`config.mk`:
```
export PLATFORM = sky130hd
export DESIGN_NAME = dvp_pxl_downscaler
export DESIGN_NICKNAME = d
export VERILOG_FILES = /design/src/rtl/dvp_pxl_downscaler.sv
export SDC_FILE = /design/constraint.sdc
export NUM_CORES = 1
export LEC_CHECK = 0
export BUFFER_PORTS_ARGS = -buffer_cell sky130_fd_sc_hd__buf_2
export CAP_MARGIN = 30
export CORE_UTILIZATION = 57
export DETAILED_ROUTE_END_ITERATION = 12
export PLACE_DENSITY = 0.85
export SLEW_MARGIN = 20
export SYNTH_ARGS = -nofsm -noshare
export SYNTH_HDL_FRONTEND = slang
export SYNTH_SLANG_ARGS = --single-unit
```
`constraint.sdc`:
```
create_clock -name clk -period 5.1 [get_ports clk]
set_input_delay 1.02 -clock clk [delete_from_list [all_inputs] [get_ports clk]]
set_output_delay 1.02 -clock clk [all_outputs]
set_load 0.1 [all_outputs]
```
`src/rtl/dvp_pxl_downscaler.sv`:
```
// dvp_pxl_downscaler: keeps 1 of every (h_skip+1) pixels and 1 of every
// (v_skip+1) lines of a DVP pixel stream. It regenerates SOF/EOL so they sit
// on kept pixels, and uses valid/ready flow control on both sides.
// A one-deep hold register (H) delays each kept pixel until the design knows
// whether that pixel closes its line.
module dvp_pxl_downscaler #(
   parameter int PXL_W       = 16,
   parameter int CONF_DATA_W = 32
) (
   input  logic                   clk,
   input  logic                   rst_n,
   input  logic [CONF_DATA_W-1:0] scaler_conf_i,
   input  logic                   dvp_en_i,
   input  logic [PXL_W-1:0]       bwd_pxl_i,
   input  logic                   bwd_sof_i,
   input  logic                   bwd_eol_i,
   input  logic                   bwd_vld_i,
   output logic                   bwd_rdy_o,
   output logic [PXL_W-1:0]       fwd_pxl_o,
   output logic                   fwd_sof_o,
   output logic                   fwd_eol_o,
   output logic                   fwd_vld_o,
   input  logic                   fwd_rdy_i
);

   typedef enum logic [1:0] {IDLE, ACTIVE, FLUSH} state_t;

   state_t           state, state_next;
   logic [PXL_W-1:0] h_pxl;
   logic             h_sof, h_vld;
   logic [3:0]       h_cnt, v_cnt, h_skip, v_skip;
   logic [3:0]       conf_h, conf_v;
   logic             o_free, keep;
   logic             rdy, o_from_h, o_from_p, o_eol_val, o_sof_p;
   logic             h_load, h_sof_val, h_clr, restart, advance;
   logic             unused_conf;

   // With scale_en clear, the skip fields are treated as zero (bypass).
   assign conf_h      = scaler_conf_i[8] ? scaler_conf_i[3:0] : 4'd0;
   assign conf_v      = scaler_conf_i[8] ? scaler_conf_i[7:4] : 4'd0;
   assign unused_conf = ^scaler_conf_i[CONF_DATA_W-1:9];

   assign o_free    = ~fwd_vld_o | fwd_rdy_i;
   assign keep      = (h_cnt == 4'd0) && (v_cnt == 4'd0);
   assign bwd_rdy_o = rdy;

   // State register
   always_ff @(posedge clk or negedge rst_n) begin
      if (!rst_n) state <= IDLE;
      else        state <= state_next;
   end

   // Next state, input ready, and datapath move decisions
   always_comb begin
      state_next = state;
      rdy        = 1'b0;
      o_from_h   = 1'b0;
      o_from_p   = 1'b0;
      o_eol_val  = 1'b0;
      o_sof_p    = 1'b0;
      h_load     = 1'b0;
      h_sof_val  = 1'b0;
      h_clr      = 1'b0;
      restart    = 1'b0;
      advance    = 1'b0;
      case (state)
         IDLE: begin
            rdy = 1'b1;
            if (bwd_vld_i && bwd_sof_i && dvp_en_i) begin
               restart    = 1'b1;
               state_next = ACTIVE;
               if (bwd_eol_i && o_free) begin
                  // One-pixel first line: it goes straight out.
                  o_from_p  = 1'b1;
                  o_eol_val = 1'b1;
                  o_sof_p   = 1'b1;
               end else begin
                  // O may still hold the previous frame's tail, so park in H.
                  h_load    = 1'b1;
                  h_sof_val = 1'b1;
                  if (bwd_eol_i) state_next = FLUSH;
               end
            end
         end
         ACTIVE: begin
            rdy = o_free;
            if (bwd_vld_i && o_free) begin
               if (bwd_sof_i) begin
                  // New frame start: close out any pending pixel of the old one.
                  if (h_vld) begin
                     o_from_h  = 1'b1;
                     o_eol_val = 1'b1;
                     h_clr     = 1'b1;
                  end
                  if (!dvp_en_i) begin
                     state_next = IDLE;
                  end else begin
                     restart = 1'b1;
                     if (bwd_eol_i && !h_vld) begin
                        o_from_p  = 1'b1;
                        o_eol_val = 1'b1;
                        o_sof_p   = 1'b1;
                     end else begin
                        h_load    = 1'b1;
                        h_sof_val = 1'b1;
                        if (bwd_eol_i) state_next = FLUSH;
                     end
                  end
               end else begin
                  advance = 1'b1;
                  if (keep) begin
                     if (bwd_eol_i && !h_vld) begin
                        o_from_p  = 1'b1;
                        o_eol_val = 1'b1;
                     end else begin
                        o_from_h = h_vld;
                        h_load   = 1'b1;
                        if (bwd_eol_i) state_next = FLUSH;
                     end
                  end else if (bwd_eol_i && h_vld) begin
                     // Dropped EOL: the held pixel is the last kept one of the line.
                     o_from_h  = 1'b1;
                     o_eol_val = 1'b1;
                     h_clr     = 1'b1;
                  end
               end
            end
         end
         FLUSH: begin
            if (o_free) begin
               o_from_h   = 1'b1;
               o_eol_val  = 1'b1;
               h_clr      = 1'b1;
               state_next = ACTIVE;
            end
         end
         default: state_next = IDLE;
      endcase
   end

   // Hold register H and output register O
   always_ff @(posedge clk or negedge rst_n) begin
      if (!rst_n) begin
         h_pxl     <= '0;
         h_sof     <= 1'b0;
         h_vld     <= 1'b0;
         fwd_pxl_o <= '0;
         fwd_sof_o <= 1'b0;
         fwd_eol_o <= 1'b0;
         fwd_vld_o <= 1'b0;
      end else begin
         if (h_load) begin
            h_pxl <= bwd_pxl_i;
            h_sof <= h_sof_val;
            h_vld <= 1'b1;
         end else if (h_clr) begin
            h_vld <= 1'b0;
         end
         if (o_from_h) begin
            fwd_pxl_o <= h_pxl;
            fwd_sof_o <= h_sof;
            fwd_eol_o <= o_eol_val;
            fwd_vld_o <= 1'b1;
         end else if (o_from_p) begin
            fwd_pxl_o <= bwd_pxl_i;
            fwd_sof_o <= o_sof_p;
            fwd_eol_o <= o_eol_val;
            fwd_vld_o <= 1'b1;
         end else if (fwd_rdy_i) begin
            fwd_vld_o <= 1'b0;
         end
      end
   end

   // Decimation counters and shadow skip values, restarted on every SOF
   always_ff @(posedge clk or negedge rst_n) begin
      if (!rst_n) begin
         h_cnt  <= 4'd0;
         v_cnt  <= 4'd0;
         h_skip <= 4'd0;
         v_skip <= 4'd0;
      end else if (restart) begin
         // The SOF pixel itself is position (0,0); count it immediately.
         h_skip <= conf_h;
         v_skip <= conf_v;
         h_cnt  <= (bwd_eol_i || conf_h == 4'd0) ? 4'd0 : 4'd1;
         v_cnt  <= (bwd_eol_i && conf_v != 4'd0) ? 4'd1 : 4'd0;
      end else if (advance) begin
         if (bwd_eol_i) begin
            h_cnt <= 4'd0;
            v_cnt <= (v_cnt == v_skip) ? 4'd0 : v_cnt + 4'd1;
         end else begin
            h_cnt <= (h_cnt == h_skip) ? 4'd0 : h_cnt + 4'd1;
         end
      end
   end

endmodule

```
==> results of run 1 <==
==> sequential cells by signal, indices dropped and copies added (netlist names) <==
register,flops
v_cnt,4
v_skip,4
h_cnt,4
fwd_sof_o,1
fwd_vld_o,1
h_skip,4
state,2
h_vld,1
fwd_eol_o,1
fwd_pxl_o,16
h_sof,1
h_pxl,16
==> Yosys cell counts (2+ instances only) <==
cell      instances
a21o_1            2
a31o_2            2
a31oi_1           5
buf_2             5
mux2_2            9
o21a_1            2
dfrtp_1          55
xnor2_1           4
xor2_1            6
o21ai_0           6
o21ai_1          14
nand2b_1          5
clkbuf_1          4
and3_1            4
o311ai_0          2
buf_6             2
o31a_1            2
mux2_1            9
nor2b_1           2
o22ai_1           2
nor2_1            9
nand2_1          47
nand4_1           3
a21oi_1           8
mux2i_1          16
inv_1            11
ha_1              8
nand3_1          16
==> path summary, 6_finish.rpt <==
path / from / to / slack (ns) / depth (start not counted)
max in group asynchronous: rst_n / fwd_sof_o / 3.82 / 2
setup reg to reg: state[1] / fwd_eol_o / 2.38 / 7
setup / recovery: fwd_rdy_i / bwd_rdy_o / 1.88 / 4
min in group asynchronous: rst_n / h_skip[3] / 0.81 / 2
hold reg to reg: h_pxl[6] / fwd_pxl_o[6] / 0.49 / 2
hold / removal: h_pxl[6] / fwd_pxl_o[6] / 0.49 / 2
==> power by group through the flow <==
stage,Combinational (mW),Sequential (mW),Clock (mW)
2_1_floorplan,0.553,1.24,0
3_3_place_gp,1.20,0.779,0
3_5_place_dp,1.23,0.792,0
4_1_cts,1.24,0.786,0.256
5_1_grt,1.32,0.812,0.271
6_report,1.23,0.786,0.250
==> worst max-delay path: cells and delay by family <==
| kind | cells | cell delay (ns) |
|---|---|---|
| buffers and inverters | 2 | 0.50 |
| AOI/OAI and AO/OA | 1 | 0.22 |
| and+or+nand+nor | 1 | 0.46 |
==> logic make-up (layout without fill, tap and decap cells) <==
family | after synthesis | count (layout) | share of synthesized area
DFF | 55 | 55 | 0.4725
adders and majority gates | 8 | 8 | 0.03437
buffers and inverters | 25 | 73 | 0.04467
AOI/OAI and AO/OA | 58 | 58 | 0.1430
and+or+nand+nor | 92 | 92 | 0.1508
muxes | 34 | 34 | 0.1246
xor gates and xnor gates | 10 | 10 | 0.03007
==> metrics by stage <==
stage	util	hold slack, ns
after detailed placement	0.6631	0.4705
final	0.6821	0.4912
after CTS	0.6821	0.4965
after global placement	0.6631	0.4550
after floorplan	-	0.4444
after global routing	0.6821	0.5128
==> per-layer routing <==
metal | up-vias | share of wire
met5 | - | 0
met4 | 0 | 0.023
met3 | 11 | 0.033
met2 | 47 | 0.50
met1 | 1089 | 0.44
li1 | 1092 | -
==> cell type report <==
class / count / area [um2]
clock buffers: 5 / 68.82
inverters: 11 / 41.29
flip-flops and latches: 55 / 1376
multi-input cells: 202 / 1415
clock inverters: 3 / 22.52
well taps: 67 / 83.83
fillers: 406 / 1531
repair buffers: 54 / 277.8
==> qor.yml, run 1 <==
fmax_mhz: 310.1
most-common-layout-cells: "55 x dfrtp_1, 51 x buf_2, 47 x nand2_1, 16 x nand3_1, 16 x mux2i_1"
hp-class: "register to register"
synth_cell_types: 50
required_ns: 4.08
vdd_drop_max_v: 0.0004569
switching_share: 0.5251
syn_nets: 345
cts_tree: "done"
maxCapViolCount: 0
setup_viol: 0
status: "finished clean"
intPower_mw: 1.077
cpMaxStageDelayCell: "nand2b_1"
synthTopCellsByArea: "dfrtp_1 47%, nand2_1 6.1%, mux2i_1 5.5%"
synth-edff-count: 0
firstDrtPassIters: 4
rows: 25
initial_utilization: 0.6047
final_nets: 392
p_clk_frac: 0.110
synthCells: 282
grt_max_degree: 56
final_antenna_net_count: 0
fp.dieH_um: 73.49
grt_pass1_wl_um: 9963
fin_setup_tns_ns: 0
pre_cts_slack_ns: 1.718
finalClockSkew_ns: 0.006175
cts.htree.levels: 2
grt_pass1_vias: 2224
path_cells: "buf_2 > nand2b_1 > a21o_1 > buf_2"
root_buffer: "clkbuf_8"
worst_ep_arrival_time_ns: 2.20
cts_resized: 0
switchingPower_mw: 1.190
finalWirelength_um: 6023
postLayoutSetupSlackWorst_ns: 1.875
period_needed_ns: 3.225
fin_crit_sh: 0.6323
hold_buffers: 0
ios: 75
drt_iter0_drc: 120
critPathMaxStageDelay_ns: 0.46
diodes: 0
worst_pin_slew_ns: 0.7194
num_vias: 2239
numClockSinks: 55
track_usage: 0.2427
areaGrowthSynthToFinish_pct: 12.80
ys_ff_latch: 55
dp.cells: 389
wl_per_cell_um: 15.17
final_cells: 397
synthesis.area_per_instance_um2: 10.33
route.detailed.drc: 0
synth_seq_area_share: 0.4725
grtUsageMet3: 0.03978
p_seq_frac: 0.347
powerDensity_nw_per_um2: 689.9
synth_ff_type: "dfrtp_1"
post_cts_buffers: 0
endpoint_kind: "output port"
hold_viol_final: 0
synth.top_cell.area_share: 0.4725
coreArea_um2: 4817
antenna_found_initial: 0
rsz0062_at_grt: "false"
yosysTopAreaCell: "dfrtp_1"
dp_hpwl_um: 4245
async_flop_share: 1.000
port_buffers: 51
cts_buffers: 5
clk_pin_slew_ns: 0.10
max_slew_margin: 0.5204
crit_top_cell: "buf_2"
leakage_nw: 1.540
syn_area_um2: 2913
final_common_cell: "dfrtp_1"
clk_latency_ns: 0.31
crit_type: "input pin to output port"
drive_gt1_frac: 0.2394
critPathMaxFanout: 16
placed_cell_area_um2: 3194
vias_per_cell: 5.640
grt.busiest_layer: "met2"
grt_use_met2: 0.3976
stdcell_area_um2: 3286
use_met1: 0.3101
pwr-share-comb: 0.543
die_width_um: 73.49
gp_congestion: 0.8569
worstSetupStartpointType: "input pin"
dieArea_um2: 5400
final_max_slew_viol_count: 0
grt-ovfl-total: 0
yosys_warnings: 0
max-clock-path-buffers: 2
power_mw: 2.267
Note: power is estimated with default switching activity, not from simulation.
==> inputs of run 2 (changes only) <==
CORE_UTILIZATION = 53   (was 57)
PLACE_DENSITY = 0.8   (was 0.85)
clock period = 3.12 ns   (was 5.1 ns; I/O delays follow)
==> run 2 against run 1 <==
Net effect: sequential power is 63% higher; global-route usage down 2.9 points; via count grew 1.2%; register-to-register slack got worse by 1.6 ns; setup slack got worse by 1.2 ns; total power is 65% higher; sequential share of layout area shrank 0.35 points; hold slack got worse by 0.22 ns; flip-flop and latch count unchanged; die area is 7.3% higher; wire length decreased by 2.3%; first-iteration DRC count is 20% lower; critical endpoint unchanged; largest power group unchanged; highest routed layer unchanged.
==> qor.yml, run 2 (same netlist as run 1, synthesis figures left out) <==
status: "finished clean"
dieArea_um2: 5797
cts_tree: "done"
nFillCells: 425
top_regs: "fwd_pxl_o x16, h_pxl x16"
final_max_slew_viol_count: 0
root_buffer: "clkbuf_8"
rr_worst_depth: 7
worst_ep_arrival_time_ns: 1.80
powerDensity_nw_per_um2: 1130
grt_pass1_vias: 2299
hp-class: "input pin to async pin"
numClockSinks: 55
multi_input_area_um2: 1415
rows: 26
crit_type: "register to output port"
firstDrtPassIters: 4
post_cts_buffers: 0
worst_pin_slew_ns: 0.6155
fp.dieH_um: 76.14
clk_latency_ns: 0.31
coreArea_um2: 5205
ios: 75
port_buffers: 51
num_vias: 2265
most-common-layout-cells: "55 x dfrtp_1, 51 x buf_2, 47 x nand2_1, 16 x nand3_1, 16 x mux2i_1"
areaGrowthSynthToFinish_pct: 13.75
endpoint_kind: "output port"
track_usage: 0.2141
fin_setup_tns_ns: 0
seq_area_um2: 1376
initial_utilization: 0.5596
r2r_slack_ns: 0.78
cts.htree.levels: 2
diodes: 0
drive_gt1_frac: 0.2340
rsz0062_at_grt: "false"
postLayoutSetupSlackWorst_ns: 0.6974
cts_resized: 0
period_needed_ns: 2.423
die_width_um: 76.14
path_cells: "inv_1 > ha_1 > a21o_1 > buf_2"
drt_iter0_drc: 96
final_nets: 392
max-clock-path-buffers: 2
pre_cts_slack_ns: 0.5373
dp_hpwl_um: 4215
reg2reg_to: "h_pxl[7]"
finalClockSkew_ns: 0.006374
grt_max_degree: 35
fin_crit_sh: 0.7765
critPathMaxFanout: 12
grt-ovfl-total: 0
hold_viol_final: 0
cp_num_buf_inv: 2
gp_congestion: 0.8463
maxCapViolCount: 0
vdd_drop_max_v: 0.0006791
finalWirelength_um: 5887
final_common_cell: "dfrtp_1"
rr_startpoint: "h_cnt[0]"
vias_per_cell: 5.677
clk_pin_slew_ns: 0.10
hold_buffers: 0
cpMaxStageDelayCell: "dfrtp_1"
critPathMaxStageDelay_ns: 0.43
wl_per_cell_um: 14.75
worstSetupStartpointType: "register"
cts_buffers: 5
antenna_found_initial: 0
route.detailed.drc: 0
crit_family: "buffers and inverters"
required_ns: 2.50
fmax_mhz: 412.8
max_slew_margin: 0.5887
grt_pass1_wl_um: 10110
setup_viol: 0
leakage_nw: 1.545
final_antenna_net_count: 0
## run 2: changes by cell type in the layout (fill, tap and decap cells not counted)
cell	before	now
inv_6	2	0
buf_12	0	1
buf_4	3	2
bufinv_16	0	1
clkbuf_1	0	1
clkinv_2	1	0
## run 2: per-stage QoR
stage	std cells	power [mW]	cell area, um2	hold WS [ns]	util
2_1_floorplan	282	2.928	2913	0.3284	-
5_1_grt	399	3.963	3313	0.3024	0.6365
3_3_place_gp	392	3.235	3211	0.4529	0.6168
6_report	399	3.743	3313	0.2716	0.6365
3_5_place_dp	392	3.302	3211	0.4748	0.6168
4_1_cts	399	3.771	3313	0.2825	0.6365
## run 2: cell type report
class                           count  area share
Clock buffer                        6     0.02190
Clock inverter                      1    0.009063
Inverter                           11     0.01246
Multi-Input combinational cell    202      0.4271
Sequential cell                    55      0.4154
Tap cell                           70     0.02644
Timing Repair Buffer               54     0.08761
## run 2: power breakdown
part	leakage, nW	switching (mW)	internal [mW]	total (mW)
clock	0.0513	0.226	0.236	0.462
sequential	0.688	0.237	1.05	1.28
combinational	0.806	1.45	0.552	2.00
total	1.54	1.91	1.83	3.74
## run 2: how the worst max path moves through the flow
stage,cells past startpoint,slack (ns),startpoint,to
after detailed placement,7,0.54,fwd_rdy_i,fwd_sof_o
after global routing,7,0.61,h_cnt[0],h_pxl[11]
final,4,0.70,state[1],bwd_rdy_o
after floorplan,4,0.48,fwd_vld_o,bwd_rdy_o
after global placement,7,0.55,fwd_rdy_i,fwd_sof_o
after CTS,4,0.70,state[1],bwd_rdy_o
## run 2: worst register-to-register path, stage by stage, from the launching register on
cell and delay (ns):
dfrtp_1 0.46, inv_1 0.07, ha_1 0.20, nor4b_4 0.14, a31oi_2 0.33, nor2_2 0.10
a21oi_4 0.53, mux2_2 0.41
## run 2: layer usage
layer  share of wire  track usage  vias up  routed length (um)
met5               0            0        -                   0
met4           0.013      0.06731        0                  75
met3           0.050      0.04910       10                 295
met2            0.50       0.3782       61                2934
met1            0.44       0.2591     1098                2582
li1                -            -     1096                   -
